$ cat src/rtl/spi_slave_shifter.sv
// SPI slave serial engine: synchronises SCK/SS_n/MOSI, shifts WIDTH-bit words per CPOL/CPHA.
// Optional sticky transmit-underrun flag via `define SPI_SLAVE_SHIFTER_UNDERRUN_EN.
module spi_slave_shifter #(
  parameter int WIDTH       = 8,
  parameter int SYNC_STAGES = 2
) (
  input  logic                           clock,
  input  logic                           reset,
  input  logic                           enable,
  input  logic                           cpol,
  input  logic                           cpha,
  input  logic                           sclk_in,
  input  logic                           ss_n_in,
  input  logic                           mosi_in,
  output logic                           miso_out,
  output logic                           miso_oe,
  input  logic [WIDTH-1:0]               tx_data,
  input  logic                           tx_load,
  output logic                           tx_ready,
  output logic [WIDTH-1:0]               rx_data,
  output logic                           rx_valid,
  output logic [$clog2(WIDTH+1)-1:0]     bit_count,
  output logic                           busy
`ifdef SPI_SLAVE_SHIFTER_UNDERRUN_EN
  ,
  output logic                           tx_underrun
`endif
);

  localparam int CW = $clog2(WIDTH+1);

  typedef enum logic {IDLE, SHIFT} state_t;

  state_t state, state_next;

  logic [SYNC_STAGES-1:0] sclk_sync_p0;
  logic [SYNC_STAGES-1:0] ss_n_sync_p0;
  logic [SYNC_STAGES-1:0] mosi_sync_p0;
  logic                   sclk_d_p1;
  logic                   ss_n_d_p1;

  logic sclk_s, ss_n_s, mosi_s;
  logic sclk_rise, sclk_fall, ss_fall;
  logic lead_e, trail_e, sample_e, shift_e;
  logic start_word, in_shift, abort;
  logic sample_go, shift_go, word_done, reload;

  logic [WIDTH-1:0] hold_reg;
  logic [WIDTH-1:0] tx_sr;
  logic [WIDTH-2:0] rx_sr;
  logic [WIDTH-1:0] rx_word;

  // Stage p0: synchronisers; stage p1: edge-detect history.
  always_ff @(posedge clock) begin
    if (reset) begin
      sclk_sync_p0 <= '0;
      ss_n_sync_p0 <= '1;
      mosi_sync_p0 <= '0;
      sclk_d_p1    <= 1'b0;
      ss_n_d_p1    <= 1'b1;
    end else begin
      sclk_sync_p0 <= {sclk_sync_p0[SYNC_STAGES-2:0], sclk_in};
      ss_n_sync_p0 <= {ss_n_sync_p0[SYNC_STAGES-2:0], ss_n_in};
      mosi_sync_p0 <= {mosi_sync_p0[SYNC_STAGES-2:0], mosi_in};
      sclk_d_p1    <= sclk_s;
      ss_n_d_p1    <= ss_n_s;
    end
  end

  assign sclk_s = sclk_sync_p0[SYNC_STAGES-1];
  assign ss_n_s = ss_n_sync_p0[SYNC_STAGES-1];
  assign mosi_s = mosi_sync_p0[SYNC_STAGES-1];

  assign sclk_rise = sclk_s & ~sclk_d_p1;
  assign sclk_fall = ~sclk_s & sclk_d_p1;
  assign ss_fall   = ss_n_d_p1 & ~ss_n_s;

  assign lead_e   = cpol ? sclk_fall : sclk_rise;
  assign trail_e  = cpol ? sclk_rise : sclk_fall;
  assign sample_e = cpha ? trail_e : lead_e;
  assign shift_e  = cpha ? lead_e : trail_e;

  assign start_word = (state == IDLE) && enable && ss_fall;
  assign in_shift   = (state == SHIFT) && enable && !ss_n_s;
  assign abort      = (state == SHIFT) && !in_shift;
  assign sample_go  = in_shift && sample_e;
  assign shift_go   = in_shift && shift_e;
  assign word_done  = sample_go && (bit_count == CW'(WIDTH-1));
  assign reload     = start_word || word_done;

  assign rx_word = {rx_sr, mosi_s};
  assign miso_oe = (state == SHIFT) && enable;
  assign busy    = (state == SHIFT);

  always_ff @(posedge clock) begin
    if (reset) state <= IDLE;
    else       state <= state_next;
  end

  always_comb begin
    state_next = state;
    case (state)
      IDLE:    if (start_word) state_next = SHIFT;
      SHIFT:   if (!in_shift)  state_next = IDLE;
      default: state_next = IDLE;
    endcase
  end

  // Stage p2: shift registers, holding register and word handshakes.
  always_ff @(posedge clock) begin
    if (reset) begin
      hold_reg  <= '0;
      tx_sr     <= '0;
      rx_sr     <= '0;
      rx_data   <= '0;
      rx_valid  <= 1'b0;
      tx_ready  <= 1'b1;
      bit_count <= '0;
      miso_out  <= 1'b0;
    end else begin
      rx_valid <= 1'b0;

      if (tx_load && tx_ready) begin
        hold_reg <= tx_data;
        tx_ready <= 1'b0;
      end

      // A word start consumes the holding register as it stood before this cycle's load.
      if (reload) begin
        if (tx_ready) begin
          tx_sr <= '0;
        end else begin
          tx_sr    <= hold_reg;
          tx_ready <= 1'b1;
        end
        if (!cpha) miso_out <= tx_ready ? 1'b0 : hold_reg[WIDTH-1];
      end

      if (start_word) begin
        bit_count <= '0;
        rx_sr     <= '0;
      end

      if (abort) bit_count <= '0;

      if (sample_go) begin
        rx_sr <= rx_word[WIDTH-2:0];
        if (word_done) begin
          rx_data   <= rx_word;
          rx_valid  <= 1'b1;
          bit_count <= '0;
        end else begin
          bit_count <= bit_count + CW'(1);
        end
      end

      // With no bits sampled yet, cpha=1 presents the MSB; cpha=0 already did at load.
      if (shift_go) begin
        if (bit_count != '0) begin
          miso_out <= tx_sr[WIDTH-2];
          tx_sr    <= tx_sr << 1;
        end else if (cpha) begin
          miso_out <= tx_sr[WIDTH-1];
        end
      end
    end
  end

`ifdef SPI_SLAVE_SHIFTER_UNDERRUN_EN
  always_ff @(posedge clock) begin
    if (reset) begin
      tx_underrun <= 1'b0;
    end else begin
      if (tx_load && tx_ready) tx_underrun <= 1'b0;
      if (reload && tx_ready)  tx_underrun <= 1'b1;
    end
  end
`endif

endmodule

$ cat config.mk
export PLATFORM = sky130hd
export DESIGN_NAME = spi_slave_shifter
export DESIGN_NICKNAME = d
export VERILOG_FILES = /design/src/rtl/spi_slave_shifter.sv
export SDC_FILE = /design/constraint.sdc
export NUM_CORES = 1
export LEC_CHECK = 0
export BUFFER_PORTS_ARGS = -buffer_cell sky130_fd_sc_hd__buf_2
export CAP_MARGIN = 20
export CORE_UTILIZATION = 54
export DETAILED_ROUTE_END_ITERATION = 8
export PLACE_DENSITY = 0.81
export SLEW_MARGIN = 20
export SYNTH_ARGS = -nofsm -noshare
export SYNTH_HDL_FRONTEND = slang
export SYNTH_SLANG_ARGS = --single-unit
$ cat constraint.sdc
create_clock -name clock -period 2.1 [get_ports clock]
set_input_delay 0.315 -clock clock [delete_from_list [all_inputs] [get_ports clock]]
set_output_delay 0.315 -clock clock [all_outputs]
set_load 0.1 [all_outputs]
==> results.cfg <==
[worst_hold_path]
hp-start = ss_n_in
hold_depth = 2
hp-class = in2reg

[cts]
clkLatencyLatePin_ps = 360
cts_root_buffer = clkbuf_4
post_cts_buffers = 0
clk_pin_slew_ps = 130
ctsResizeCount = 0
hold_buffers = 0
htree_levels = 2
cts.sinks = 47
cts_tree = done
cts_made_buffers = 5
cts.path.max_buffers = 2

[logic_synthesis]
syn_nets = 242
yosysTopAreaCell = dfxtp_1
yosysMostFrequentCell = dfxtp_1
synthTopCellsByArea = dfxtp_1 (48%), nand3_1 (6.9%), a21oi_1 (6.6%)
synth_top_area_share = 0.479
synth-seq-cells = 47
netlist_instances = 223
ys_types = 41
synthFlopType = dfxtp_1
ys.warnings.count = 0
syn_area_per_cell_sq_um = 8.81
synth_edf_count = 0
netlist_area_sq_um = 1970
yosys-top-cells-count = dfxtp_1 (47), nand2_1 (27), nand3_1 (27)
synth.yosys.seq_area_share = 0.479
async_reset_ff_frac = 0

[placed_design]
gp_congestion = 0.782
portBuffers = 33
dp.cells = 297
dp_hpwl_microns = 2600

[floorplan]
start_util = 0.575
pin_count = 34
die_h_microns = 62.3
die_area_sq_um = 3890
dieWidth_microns = 62.3
rows = 21
core_area_sq_um = 3420

[worst_setup_path]
r2r_setup_slack_ps = 210
critPathKind = reg2reg
r2r-start = bit_count[0]$_SDFFE_PP0P_
start_kind = flip-flop
rr_worst_depth = 6
cp.arrival_ps = 2180
crit_path_end_kind = flip-flop
cp-endpoint = tx_sr[6]$_SDFF_PP0_
cp-startpoint = bit_count[0]$_SDFFE_PP0P_
r2r_end = tx_sr[6]$_SDFF_PP0_
critical_path_required_ps = 2380
crit_fanout = 6

[timing]
fin_skew_ps = 13.3
setup_violations = 0
fmax_mhz = 528
worstMarginPinSlew_ps = 512
period_share = 0.902
fin_crit_ps = 1890
rsz0062_at_grt = no
relSlewSlack = 0.659
finalHoldViolCount = 0
report.final.slew_viol_count = 0
setup_tns_ps = 0

[drt]
ant_nets = 0
wire_per_inst_microns = 12.2
via_per_inst = 5.45
drc = 0
vias = 1663
drt_first_pass_iters = 5
drt-total-wl_microns = 3730
drt_iter0_drc = 89

[grt]
grt_usage = 0.205
antenna_found_initial = 0
grt_pass1_vias = 1463
grt-ovfl-total = 0
grt_max_degree = 31
grt_pass1_wl_microns = 6310

[power]
max-vdd-ir-drop_uv = 532
pwr_density_cell_nw_per_um2 = 717
p_leak_nw = 0.905

[finish]
layout-drive-gt1-share = 0.243
num_antenna_cells = 0
area.growth.synth_to_final_pct = 16.7
fill_cells = 310
final_cells = 305
num-nets-final = 277

[flow_run]
cap_viol_max_count = 0

[outcome]
outcome = finished clean
==> cell usage in the layout, fill, tap and decap left out, types with 2 or more instances in the layout <==
master	instances
dfxtp_1	42
buf_2	33
nand2_1	27
nand3b_1	6
a211oi_1	2
inv_1	4
a21oi_1	26
o21ai_0	8
ha_1	2
buf_4	8
dfxtp_4	2
nor2_1	7
and3b_1	2
mux2i_1	3
nand3_1	27
nand2b_1	10
dfxtp_2	3
clkbuf_4	5
nor2b_1	10
or2_2	3
a32oi_1	4
a22o_1	2
==> stage by stage <==
step                power (mW)  worst slack (ps)  hold slack [ps]   util  area (sq um)
CTS                       1.66               210              121  0.671          2290
detailed placement        1.06               242              398  0.643          2200
floorplan                 1.02              57.2              389      -          1980
global route              1.72               140              122  0.671          2290
global placement          1.06               286              394  0.643          2200
finish                    1.65               205              137  0.671          2290
==> worst max-delay path, cell delays in order (launching register included) <==
cell and delay, ps:
dfxtp_4 380, ha_1 240, and3b_1 180, and4b_1 210
a21bo_2 250, or2_1 310, o311ai_2 240
==> cells by family (layout without fill, tap and decap cells) <==
family,Yosys count,count (layout),share of synthesized area
buffers and inverters,17,53,0.0401
DFF,47,47,0.479
adders and majority gates,2,2,0.0127
AOI/OAI and AO/OA,49,49,0.160
and+or+nand+nor,104,104,0.285
muxes,3,3,0.0153
xor gates and xnor gates,1,1,0.00828
==> worst min-delay path by stage <==
stage                                             to  slack [ps]
after floorplan           ss_n_sync_p0[1]$_SDFF_PP1_         390
after detailed placement  ss_n_sync_p0[1]$_SDFF_PP1_         400
final                     ss_n_sync_p0[0]$_SDFF_PP1_         140
after global placement    ss_n_sync_p0[1]$_SDFF_PP1_         390
after global routing      ss_n_sync_p0[0]$_SDFF_PP1_         120
after CTS                 ss_n_sync_p0[0]$_SDFF_PP1_         120
==> final cells by class <==
cell class | instances | area (sq um) | share of cell area
Clock buffer | 7 | 66.3 | 0.0289
Sequential cell | 47 | 952 | 0.415
Tap cell | 46 | 57.6 | 0.0251
Timing Repair Buffer | 41 | 225 | 0.0982
Clock inverter | 1 | 30.0 | 0.0131
Inverter | 4 | 15.0 | 0.00655
Multi-Input combinational cell | 159 | 947 | 0.413
==> metal layers <==
| layer | routed length [microns] | GRT usage | share of wire |
|---|---|---|---|
| met1 | 1740 | 0.251 | 0.47 |
| met3 | 149 | 0.0551 | 0.040 |
| met5 | 0 | 0 | 0 |
| met2 | 1770 | 0.334 | 0.47 |
| met4 | 65 | 0.0959 | 0.017 |
==> power by group <==
group	internal (mW)	total, mW	switching, mW	leakage [nW]
logic	0.0454	0.123	0.0778	0.470
clock network	0.324	0.603	0.279	0.0506
registers	0.908	0.919	0.0115	0.385
(Power assumes the default switching activity.)
